**config.mk**
```make
export PLATFORM = sky130hd
export DESIGN_NAME = alu_negative
export DESIGN_NICKNAME = d
export VERILOG_FILES = /design/src/rtl/alu_negative.sv
export SDC_FILE = /design/constraint.sdc
export NUM_CORES = 1
export LEC_CHECK = 0
export CORE_AREA = 5 5 42 44
export CTS_CLUSTER_DIAMETER = 40
export DETAILED_ROUTE_END_ITERATION = 10
export DIE_AREA = 0 0 47 49
export DONT_BUFFER_PORTS = 1
export PLACE_DENSITY_LB_ADDON = 0.15
export SYNTH_ARGS = -nofsm -noshare
export SYNTH_HDL_FRONTEND = slang
export SYNTH_SLANG_ARGS = --single-unit
```
**constraint.sdc**
```tcl
create_clock -name clk -period 1.3 [get_ports clk]
set_input_delay 0.26 -clock clk [delete_from_list [all_inputs] [get_ports clk]]
set_output_delay 0.26 -clock clk [all_outputs]
set_load 0.02 [all_outputs]
```
**src/rtl/alu_negative.sv**
```systemverilog
// alu_negative: registered two's-complement negation with zero/sign/overflow flags; NEG_SATURATE_EN clamps -MIN to MAX
module alu_negative #(
    parameter int WIDTH = 8
) (
    input  logic             clk,
    input  logic             reset,
    input  logic             in_valid,
    input  logic             neg_en,
    input  logic [WIDTH-1:0] in,
    output logic [WIDTH-1:0] x,
    output logic             out_valid,
    output logic             zero,
    output logic             neg,
    output logic             ovf
);
    localparam logic [WIDTH-1:0] MIN_VAL = {1'b1, {(WIDTH-1){1'b0}}};
    localparam logic [WIDTH-1:0] ONE     = {{(WIDTH-1){1'b0}}, 1'b1};
    logic [WIDTH-1:0] x_q, x_d;
    logic             valid_q, zero_q, neg_q, ovf_q, ovf_d;
    // next result: negate or pass, with the most-negative operand flagged as overflow
    always_comb begin
        ovf_d = neg_en && (in == MIN_VAL);
`ifdef NEG_SATURATE_EN
        x_d = ovf_d ? ~MIN_VAL : neg_en ? ~in + ONE : in;
`else
        x_d = neg_en ? ~in + ONE : in;
`endif
    end
    // capture on in_valid, hold result and flags otherwise; reset wins
    always_ff @(posedge clk) begin
        if (reset) begin
            x_q     <= '0;
            valid_q <= 1'b0;
            zero_q  <= 1'b0;
            neg_q   <= 1'b0;
            ovf_q   <= 1'b0;
        end else begin
            valid_q <= in_valid;
            if (in_valid) begin
                x_q    <= x_d;
                zero_q <= x_d == '0;
                neg_q  <= x_d[WIDTH-1];
                ovf_q  <= ovf_d;
            end
        end
    end
    assign x         = x_q;
    assign out_valid = valid_q;
    assign zero      = zero_q;
    assign neg       = neg_q;
    assign ovf       = ovf_q;
endmodule

```
# Yosys cells after proc, flatten, opt, wreduce, memory -nomap -nowiden
# Index checks and enable logic that the tools add are counted.
[word_totals] mem_count=0 register_bits=12 ram_bits=0 latch_bits=0 elab_cells=11 romBits=0 input_bits=12
[classes] bitwise_logic=1 n_lt_le_gt_ge=0 muxes=1 n_reduce_logical=2 div_mod_pow=0 mul=0 n_shift=0 n_eq_ne=1 addsub=1
[ops] cell="$add 8x1->8 const B" n=1
[ops] cell="$eq 8x8->1 const B" n=1
[ops] cell="$logic_not 8->1" n=1
[ops] cell="$mux 8" n=1
[ops] cell="$not 8->8" n=1
[ops] cell="$logic_and 1x1->1" n=1

# Depth between registers and ports, before layout
[logic_depth] depth_word=4 depth_mapped=6

# Worst setup path before layout
# OpenSTA, ideal clock, no wires.
[synth_timing] kind="input to register" startpoint="in in[0]" endpoint="reg x_q[6] (netlist: x[6])" t_arrival_ns=1.247 setup_slack_ns=-0.032 path_stages=6 path_buffers=0 t_required_ns=1.214 cell_sequence="inv_1 -> ha_1 -> nand2b_1 -> o41ai_1 -> xor2_1 -> a211oi_1"
[synth_between] elab_chain_len=3
[synth_lines] item="from (decl)" line="9" source="input logic [WIDTH-1:0] in,"
[synth_lines] item="$not 8->8" line="26" source="x_d = neg_en ? ~in + ONE : in;"
[synth_lines] item="$add 8x1->8" line="26"
[synth_lines] item="$mux 8" line="26"
[synth_lines] item="to (signal assigned)" line="32" source="x_q <= '0;"
[synth_lines] item="to (signal assigned)" line="40" source="x_q <= x_d;"
[synth_lines] item="to (decl)" line="18" source="logic [WIDTH-1:0] x_q, x_d;"
# Every way passes these cells.
# A chain may end at the register's enable or synchronous reset.

# Worst setup path in the final report
# Same ends and word-level chain as after synthesis.

==> results.yml <==
cells_and_area:
  design_area_sq_um: 708
  drive_gt1_share_pct: 22.4
  syn2layout_area_growth_pct: 11.0
  nets: 90
  diodes: 0
logic_synthesis:
  synthMuxAreaShare_pct: 6.47
  synth_top_area_share_pct: 34.5
  synth_top_family_by_area: "compound AO/OA/AOI/OAI gates"
  yosysWarnings: 0
  ys_async_sr_fraction_pct: 0
  synth_area_sq_um: 638
  ys_ff_latch: 11
  synth_xor_area_share_pct: 8.24
  synth_largest_area_cell: "dfxtp_1"
  synth_edf_count: 0
  synth_fp_nets: 85
  avgSynthCellArea_sq_um: 8.86
  synthTopCellsByArea: "dfxtp_1 (35%), a211oi_1 (7.1%), nor2_1 (6.5%), xor2_1 (5.5%), mux2i_1 (4.7%)"
  synth_fa_ha_area_share_pct: 1.96
  seq_area_frac_synth_pct: 34.5
  ys_types: 30
  synth_compound_area_share_pct: 21.4
  synthFlopType: "dfxtp_1"
  syn_inst: 72
  synthSimpleGateAreaFrac_pct: 20.8
grt:
  overflow: 0
  grt_pass1_wl_mm: 2.14
  grt_pass1_vias: 479
  track_usage_pct: 12.6
  antenna_found_initial: 0
  grt_max_degree: 17
clock_tree:
  clkTransAtPathRegs_ns: 0.08
  cts_tree: "built"
  htreeDepth: 1
  cts_root_buf: "clkbuf_4"
  numCtsBuffers: 3
  cts.sinks: 11
  cts_setup_buffers: 0
  hold_buffers: 0
  clock_insertion_delay_worst_skew_ns: 0.26
  cts_max_path_buffers: 2
  ctsResizeCount: 0
sta:
  maxSlewViolCount: 0
  setup_viol: 0
  hold_viol_final: 0
  rsz0062_at_grt: "no"
  worstMarginPinSlew_ns: 0.261
  clock_skew_ns: 0
  worst_hold_slack_ns: 0.0546
  clock.fmax_mhz: 908
  max_slew_margin_pct: 82.4
  timing.final.crit_share_pct: 84.7
  fin_crit_ns: 1.10
route:
  wl_mm: 1.28
  wl_per_cell_um: 14.0
  vias: 501
  avgViaCountPerCell: 5.45
  drt_iter0_markers: 2
  drc: 0
  dr.pass1.iters: 3
  drtAntennaViolNets: 0
placed_design:
  gp_congestion: 0.829
  place_area_sq_um: 681
  port_buffers: 0
  hpwl_mm: 1.04
die:
  die_x_um: 47
  ioPinCount: 24
  die_area_sq_mm: 0.00230
  core_area_sq_mm: 0.00140
  die_h_um: 49
  rows: 14
  start_util_pct: 45.5
critical_path:
  cp.required_ns: 1.49
  end_kind: "register"
  worstSetupPathType: "input pin to register"
  path_max_fanout: 6
  slowest_stage: "ha_1"
  critPathLaunchType: "input pin"
  crit_arrival_ns: 1.29
  crit_chain: "inv_1 > ha_1 > nand2b_1 > o41ai_2 > xor2_1 > a211oi_1"
  max_stage_delay_ns: 0.24
power:
  peakVddDrop_uv: 399
  total_power_uw: 736
  power_leakage_nw: 0.293
  power.density_mw_per_mm2: 1040
status:
  status: "finished, final reports clean"
worst_hold_path:
  hold_class: "input pin to register"
job:
  cap_violations: 0
state kept, by name, indices dropped and copies added (netlist names):
| name | count |
|---|---|
| x | 8 |
| out_valid | 1 |
| ovf | 1 |
| zero | 1 |
logic make-up (layout without fill, tap and decap cells):
family,count (synthesis),count (layout)
and+or+nand+nor,26,26
AOI/OAI and AO/OA,15,15
DFF,11,11
buffers and inverters,9,13
xor gates and xnor gates,6,6
muxes,4,4
adders and majority gates,1,1
cells in the mapped netlist (2+ instances only):
library cell,number
a211oi_1,6
a32oi_1,2
buf_4,2
clkbuf_1,2
dfxtp_1,11
inv_1,4
mux2i_1,3
nand2_1,4
nand3_1,2
nand4_1,2
nor2_1,11
xnor2_1,2
xor2_1,4
power by group:
group / switching [mW] / internal, mW
combinational: 0.0515 / 0.0608
clock: 0.117 / 0.114
sequential: 0.0347 / 0.358
total: 0.203 / 0.533
layout by cell type, fill, tap and decap left out, types with 2 or more instances in the layout:
master / count
a211oi_1: 6
nor2_1: 11
a32oi_1: 2
nand2_1: 4
xor2_1: 4
dfxtp_1: 11
mux2i_1: 3
inv_1: 4
o41ai_2: 2
buf_4: 5
nand3_1: 2
clkbuf_4: 3
xnor2_1: 2
nand4_1: 2
routing by layer:
metal / vias up / GRT usage [%] / share of wire, %
met5: - / 0 / 0
met4: 0 / 6.91 / 1.8
met3: 2 / 5.54 / 8.3
met2: 15 / 17.6 / 44
met1: 219 / 15.5 / 46
li1: 265 / - / -
per-stage QoR:
stage	TNS [ns]	utilization [%]	setup slack, ns	std cells
CTS	0	50.5	0.200	92
global route	0	50.5	0.0705	92
floorplan	0	-	0.00928	72
global placement	-0.0931	48.6	-0.0623	88
detailed placement	-0.145	48.6	-0.0831	88
finish	0	50.5	0.198	92
worst max-delay path: cells and delay by family:
kind | cells | cell delay [ns]
compound gates | 2 | 0.47
fa+ha+maj | 1 | 0.24
buf+inv | 1 | 0.05
xor+xnor | 1 | 0.11
simple gates | 1 | 0.15
path summary, 6_finish.rpt:
check | startpoint | to | slack, ns | cells after the start
setup / recovery | in[0] | x[6]$_SDFFE_PP0P_ | 0.20 | 6
hold / removal | reset | x[3]$_SDFFE_PP0P_ | 0.05 | 1
setup reg to reg | x[1]$_SDFFE_PP0P_ | x[1]$_SDFFE_PP0P_ | 0.49 | 2
hold reg to reg | x[2]$_SDFFE_PP0P_ | x[2]$_SDFFE_PP0P_ | 0.58 | 2
cell type report:
| cell class | instances | area, sq um |
|---|---|---|
| inverters | 4 | 15.0 |
| flip-flops and latches | 11 | 220 |
| fillers | 147 | 693 |
| well taps | 16 | 20.0 |
| clock buffers | 3 | 22.5 |
| repair buffers | 5 | 37.5 |
| multi-input cells | 52 | 388 |
| clock inverters | 1 | 5.00 |
Note: power is estimated with default switching activity, not from simulation.
